$ cat config.mk
export PLATFORM = sky130hd
export DESIGN_NAME = cache_writeback_buffer
export DESIGN_NICKNAME = d
export VERILOG_FILES = /design/src/rtl/cache_pkg.sv /design/src/rtl/wb_lookup_cam.sv /design/src/rtl/cache_writeback_buffer.sv
export SDC_FILE = /design/constraint.sdc
export NUM_CORES = 1
export LEC_CHECK = 0
export ABC_AREA = 1
export BUFFER_PORTS_ARGS = -buffer_cell sky130_fd_sc_hd__buf_2
export CAP_MARGIN = 30
export CORE_MARGIN = 2
export CORE_UTILIZATION = 35
export DETAILED_ROUTE_END_ITERATION = 8
export SLEW_MARGIN = 15
export SYNTH_ARGS = -nofsm -noshare
export SYNTH_HDL_FRONTEND = slang
export SYNTH_SLANG_ARGS = --single-unit
$ cat constraint.sdc
create_clock -name clk -period 31.6 [get_ports clk]
set_input_delay 6.32 -clock clk [delete_from_list [all_inputs] [get_ports clk]]
set_output_delay 6.32 -clock clk [all_outputs]
set_load 0.01 [all_outputs]
$ cat src/rtl/cache_pkg.sv
// Shared cache definitions: block/word geometry, address split and the write-back drain states.
// Keeps the data cache and its write-back buffer in agreement on how a block address is formed.
package cache_pkg;

    localparam int BLOCK_W    = 64;
    localparam int WORD_W     = 16;
    localparam int BEATS      = BLOCK_W / WORD_W;
    localparam int TAG_W      = 22;
    localparam int INDEX_W    = 8;
    localparam int BLK_ADRS_W = TAG_W + INDEX_W;

    typedef enum logic {
        IDLE = 1'b0,
        SEND = 1'b1
    } drain_state_t;

    // Block address is the word-granular part of a byte address.
    function automatic logic [BLK_ADRS_W-1:0] blk_adrs_of(input logic [31:0] byte_adrs);
        return byte_adrs[31:2];
    endfunction

endpackage

$ cat src/rtl/wb_lookup_cam.sv
// Address CAM over the buffer entries: newest valid match wins, judged by the larger age rank.
// Latency: combinational. Backpressure: none, pure lookup.
// No-hit returns all-zero data so the refill path can OR it in without extra gating.
module wb_lookup_cam #(
    parameter int DEPTH  = 4,
    parameter int ADRS_W = 30,
    parameter int DATA_W = 64,
    parameter int AGE_W  = 2
) (
    input  logic [ADRS_W-1:0]       lookup_adrs,
    input  logic [DEPTH*ADRS_W-1:0] entry_adrs,
    input  logic [DEPTH*DATA_W-1:0] entry_data,
    input  logic [DEPTH-1:0]        entry_vld,
    input  logic [DEPTH*AGE_W-1:0]  entry_age,
    output logic                    hit,
    output logic [DATA_W-1:0]       data
);

    logic [AGE_W-1:0] best_age;

    always_comb begin
        hit      = 1'b0;
        data     = '0;
        best_age = '0;
        for (int i = 0; i < DEPTH; i++) begin
            if (entry_vld[i] && (entry_adrs[i*ADRS_W +: ADRS_W] == lookup_adrs) &&
                (!hit || (entry_age[i*AGE_W +: AGE_W] > best_age))) begin
                hit      = 1'b1;
                best_age = entry_age[i*AGE_W +: AGE_W];
                data     = entry_data[i*DATA_W +: DATA_W];
            end
        end
    end

endmodule

$ cat src/rtl/cache_writeback_buffer.sv
// Write-back buffer: queues evicted dirty blocks and drains each as four word writes to memory.
// Latency: push visible to lookup next cycle; first memory request one cycle after the push edge.
// Backpressure: memory stalls via i_mem_ack; pushes into a full buffer are dropped (sticky overflow).
module cache_writeback_buffer #(
    parameter int DEPTH      = 4,
    parameter int BLK_ADRS_W = 30,
    parameter int BLOCK_W    = 64,
    parameter int WORD_W     = 16
) (
    input  logic                       clk,
    input  logic                       rst,
    input  logic                       i_write_back,
    input  logic [BLOCK_W-1:0]         i_write_back_block,
    input  logic [BLK_ADRS_W-1:0]      i_block_adrs,
    input  logic [BLK_ADRS_W-1:0]      i_lookup_adrs,
    output logic                       o_lookup_hit,
    output logic [BLOCK_W-1:0]         o_lookup_block,
    output logic                       o_mem_req,
    output logic [BLK_ADRS_W+1:0]      o_mem_adrs,
    output logic [WORD_W-1:0]          o_mem_data,
    input  logic                       i_mem_ack,
    output logic                       o_full,
    output logic                       o_empty,
    output logic [$clog2(DEPTH):0]     o_count,
    output logic                       o_overflow
);

    import cache_pkg::*;

    localparam int PW = $clog2(DEPTH);
    localparam int CW = PW + 1;
    localparam logic [1:0] LAST_BEAT = 2'(BEATS - 1);

    logic [BLK_ADRS_W-1:0] adrs_mem [DEPTH];
    logic [BLOCK_W-1:0]    blk_mem  [DEPTH];
    logic [PW-1:0]         wr_ptr;
    logic [PW-1:0]         rd_ptr;
    logic [CW-1:0]         count;
    logic                  overflow;

    drain_state_t state, state_nxt;
    logic [1:0]   beat, beat_nxt;
    logic         mem_req;

    logic full;
    logic pop;
    logic push_ok;

    assign full    = (count == CW'(DEPTH));
    assign pop     = (state == SEND) && i_mem_ack && (beat == LAST_BEAT);
    // A final-beat ack frees a slot on the same edge, so a full buffer can still accept.
    assign push_ok = i_write_back && (!full || pop);

    always_ff @(posedge clk or posedge rst) begin
        if (rst) begin
            for (int i = 0; i < DEPTH; i++) begin
                adrs_mem[i] <= '0;
                blk_mem[i]  <= '0;
            end
        end else if (push_ok) begin
            adrs_mem[wr_ptr] <= i_block_adrs;
            blk_mem[wr_ptr]  <= i_write_back_block;
        end
    end

    always_ff @(posedge clk or posedge rst) begin
        if (rst) begin
            wr_ptr   <= '0;
            rd_ptr   <= '0;
            count    <= '0;
            overflow <= 1'b0;
        end else begin
            if (push_ok) begin
                wr_ptr <= wr_ptr + 1'b1;
            end
            if (pop) begin
                rd_ptr <= rd_ptr + 1'b1;
            end
            if (push_ok && !pop) begin
                count <= count + 1'b1;
            end else if (pop && !push_ok) begin
                count <= count - 1'b1;
            end
            if (i_write_back && !push_ok) begin
                overflow <= 1'b1;
            end
        end
    end

    always_ff @(posedge clk or posedge rst) begin
        if (rst) begin
            state <= IDLE;
            beat  <= '0;
        end else begin
            state <= state_nxt;
            beat  <= beat_nxt;
        end
    end

    always_comb begin
        state_nxt = state;
        beat_nxt  = beat;
        mem_req   = 1'b0;
        case (state)
            IDLE: begin
                if (count != '0) begin
                    state_nxt = SEND;
                    beat_nxt  = '0;
                end
            end
            SEND: begin
                mem_req = 1'b1;
                if (i_mem_ack) begin
                    beat_nxt = beat + 2'd1;
                    if (beat == LAST_BEAT) begin
                        state_nxt = IDLE;
                    end
                end
            end
            default: begin
                state_nxt = IDLE;
                beat_nxt  = '0;
            end
        endcase
    end

    assign o_mem_req  = mem_req;
    assign o_mem_adrs = mem_req ? {adrs_mem[rd_ptr], beat} : '0;
    assign o_mem_data = mem_req ? blk_mem[rd_ptr][int'(beat)*WORD_W +: WORD_W] : '0;

    assign o_full     = full;
    assign o_empty    = (count == '0);
    assign o_count    = count;
    assign o_overflow = overflow;

    // Entry age is its distance from the read pointer; valid entries are those younger than count.
    logic [DEPTH-1:0]            ent_vld;
    logic [DEPTH*PW-1:0]         ent_age;
    logic [DEPTH*BLK_ADRS_W-1:0] ent_adrs;
    logic [DEPTH*BLOCK_W-1:0]    ent_blk;

    for (genvar i = 0; i < DEPTH; i++) begin : g_ent
        logic [PW-1:0] rank;
        assign rank                              = PW'(i) - rd_ptr;
        assign ent_vld[i]                        = ({1'b0, rank} < count);
        assign ent_age[i*PW +: PW]               = rank;
        assign ent_adrs[i*BLK_ADRS_W +: BLK_ADRS_W] = adrs_mem[i];
        assign ent_blk[i*BLOCK_W +: BLOCK_W]     = blk_mem[i];
    end

    wb_lookup_cam #(
        .DEPTH  (DEPTH),
        .ADRS_W (BLK_ADRS_W),
        .DATA_W (BLOCK_W),
        .AGE_W  (PW)
    ) u_lookup_cam (
        .lookup_adrs (i_lookup_adrs),
        .entry_adrs  (ent_adrs),
        .entry_data  (ent_blk),
        .entry_vld   (ent_vld),
        .entry_age   (ent_age),
        .hit         (o_lookup_hit),
        .data        (o_lookup_block)
    );

endmodule

==> impl_metrics.ini <==
[pwr]
p_total_mw = 2.60
pwr-share-seq = 0.357
clockPowerShare = 0.209
leakagePower_nw = 12.3
powerDensity_mw_per_mm2 = 101
power.internal_mw = 1.49
p_comb_frac = 0.434
p_sw_mw = 1.11
irDropWorstVdd_mv = 0.0642
sw_frac_of_total = 0.428

[final_layout]
final_area_mm2 = 0.0258
nNetsFinal = 3208
layoutNonFillerInstCount = 3952
syn2layout_area_growth_pct = 14.6
nFillCells = 6543
register_area_mm2 = 0.00969
multi_input_area_mm2 = 0.0109
layout-drive-gt1-share = 0.173

[outcome]
outcome = complete, no violations

[drt]
routedWlPerCell_um = 19.4
route.detailed.drc = 0
wl_met3_um = 5940
wl_met2_um = 33600
dr.pass1.iters = 7
vias = 20236
ant_nets = 0
top_layer = met5
drtIter0Drc = 1774
drt-total-wl_um = 76700
wl_met1_um = 34700
vias_per_cell = 5.12

[sta]
finalMaxSlewViolations = 0
worst_pin_slew_ns = 0.990
final_hold_viol_count = 0
tns_ns = 0
finClkSkew_ns = 0.0328
setup_viol = 0
relSlewSlack = 0.340
fin_crit_sh = 0.625
max_freq_mhz = 50.6
period_needed_ns = 19.77
rsz0062_at_grt = false

[placed_design]
place_area_mm2 = 0.0242
dp.cells = 3861
dp_hpwl_um = 48800
port_buffers = 247
finalWeightedCongestion = 0.901

[yosys]
synth-compound-area-share = 0.153
synth_top_family_by_area = simple AND/OR/NAND/NOR gates
syn_area_per_cell_um2 = 7.63
synth.area.mux_share = 0.0792
ys_warn_count = 0
netlist_instances = 2944
synth_nets = 3088
synth_area_mm2 = 0.0225
synth_xor_area_frac = 0.0358
yosys.area_share.simple = 0.207
seq_area_frac_synth = 0.431
synthDistinctLibCells = 38
synth_seq_cells = 387
synth_fa_ha_area_frac = 0.00924

[worst_hold_path]
hold_path_class = flop to flop

[cts]
root_buffer = clkbuf_16
cts_resized = 0
h-tree-depth = 2
cts.sinks = 387
clk_pin_slew_ns = 0.06
holdBufCountCts = 0
postCtsSetupRepairBufs = 0
tritoncts = done
cts_buffer_depth = 3
worstSkewPairLatency_ns = 0.59
numCtsBuffers = 46

[global_route]
overflow = 0
grt_max_degree = 220
grt_pass1_wl_um = 118000
track_usage = 0.229
antenna_found_initial = 17
grt_pass1_vias = 19201

[setup_path]
cp_slowest_stage_delay_ns = 0.71
cp_common_cell = inv_1
arrival_ns = 13.45
cp.required_ns = 25.28
slowest_stage = buf_4
worstSetupEndpointType = output port
worstSetupPathType = input port to output port
start_kind = input port
worstPathMaxFanout = 60

[floorplanning]
dieWidth_um = 257
die_area_mm2 = 0.0663
start_util = 0.355
die_h_um = 257
row_count = 92
io_pins = 248
core_mm2 = 0.0633

[flow_run]
drv_cap = 0
==> path summary, 6_finish.rpt <==
kind / start / to / slack [ns] / cells past startpoint
worst max-delay path: i_lookup_adrs[4] / o_lookup_block[57] / 11.83 / 30
worst min-delay path: o_overflow / o_overflow / 0.49 / 1
worst max register to register: beat[0] / blk_mem[104] / 26.97 / 9
worst min register to register: o_overflow / o_overflow / 0.49 / 1
max in group asynchronous: rst / blk_mem[206] / 24.22 / 3
min in group asynchronous: rst / adrs_mem[41] / 5.90 / 2
==> cell type report <==
class                      instances  area share
timing repair buffer             276      0.0592
sequential                       387       0.376
inverter                         265      0.0390
tap                              846      0.0411
clock buffer                      69      0.0539
antenna                            9    0.000874
multi-input combinational       2088       0.424
clock inverter                    12     0.00568
==> routing by layer <==
layer | up-vias | GRT usage
met2 | 674 | 0.349
met5 | - | 0
met4 | 14 | 0.0743
met3 | 137 | 0.0476
met1 | 9583 | 0.323
li1 | 9828 | -
==> placed cells by master (no fill, tap or decap), types with 8 or more instances in the layout <==
master     count
xnor2_1       49
nand2_1      611
clkbuf_1       8
dfrtp_1      384
inv_1        252
o21ai_0      416
xor2_1        43
nor2_1       319
nand3_1      195
mux2_2       158
buf_2        247
diode_2        9
nand4_1       12
inv_2          9
clkbuf_8      15
o211ai_1      34
ha_1          15
clkbuf_16     46
a21oi_1      204
buf_4         24
==> state kept, by name (all words and copies together), names as in the netlist <==
name        count
state           1
wr_ptr          2
blk_mem       256
adrs_mem      120
o_overflow      1
o_count         3
beat            2
rd_ptr          2
==> kinds of logic after synthesis <==
kind of cell             Yosys count
XOR/XNOR                          92
flip-flops                       387
AO/OA/AOI/OAI                    666
buffers and inverters            469
adder cells (fa/ha/maj)           16
multiplexers                     158
AND/OR/NAND/NOR                 1156
==> Yosys cell counts (all sizes together) <==
| library cell | number | share of area |
|---|---|---|
| nand3 | 196 | 0.044 |
| a31o | 1 | 0.00039 |
| xnor2 | 49 | 0.019 |
| or2 | 3 | 0.00084 |
| and2 | 1 | 0.00028 |
| mux2 | 158 | 0.079 |
| o21a | 1 | 0.00033 |
| o21ai | 418 | 0.093 |
| clkbuf | 101 | 0.017 |
| nand4 | 12 | 0.0033 |
| ha | 15 | 0.0084 |
| xor2 | 43 | 0.017 |
| nor3 | 2 | 0.00045 |
| nand2 | 615 | 0.10 |
| nor4 | 2 | 0.00056 |
| dfrtp | 387 | 0.43 |
| a31oi | 1 | 0.00028 |
| buf | 103 | 0.024 |
| clkinv | 3 | 0.00056 |
| a22oi | 1 | 0.00033 |
| a21oi | 204 | 0.045 |
| inv | 262 | 0.044 |
| o22ai | 5 | 0.0014 |
| fa | 1 | 0.00089 |
| nor2 | 325 | 0.055 |
| o211ai | 34 | 0.011 |
| o2111ai | 1 | 0.00039 |
==> through the flow <==
stage               utilization  hold WS [ns]  setup slack (ns)
global placement          0.382         0.481             12.10
finish                    0.407         0.486             11.83
floorplan                     -         0.498             14.52
global route              0.407         0.520             11.24
detailed placement        0.382         0.467             11.92
CTS                       0.406         0.486             11.89
==> power by group through the flow <==
stage / Sequential [mW] / Combinational (mW) / Clock [mW]
finish: 0.929 / 1.13 / 0.544
global placement: 0.931 / 1.11 / 0
detailed placement: 0.934 / 1.12 / 0
CTS: 0.928 / 1.13 / 0.554
floorplan: 0.873 / 0.787 / 0
global route: 0.963 / 1.26 / 0.575
==> critical path: cells and delay by family <==
kind | cells | cell delay [ns]
compound gates | 4 | 0.61
xor+xnor | 1 | 0.14
fa+ha+maj | 2 | 0.63
buf+inv | 10 | 3.18
simple gates | 13 | 2.46
(Power assumes the default switching activity.)
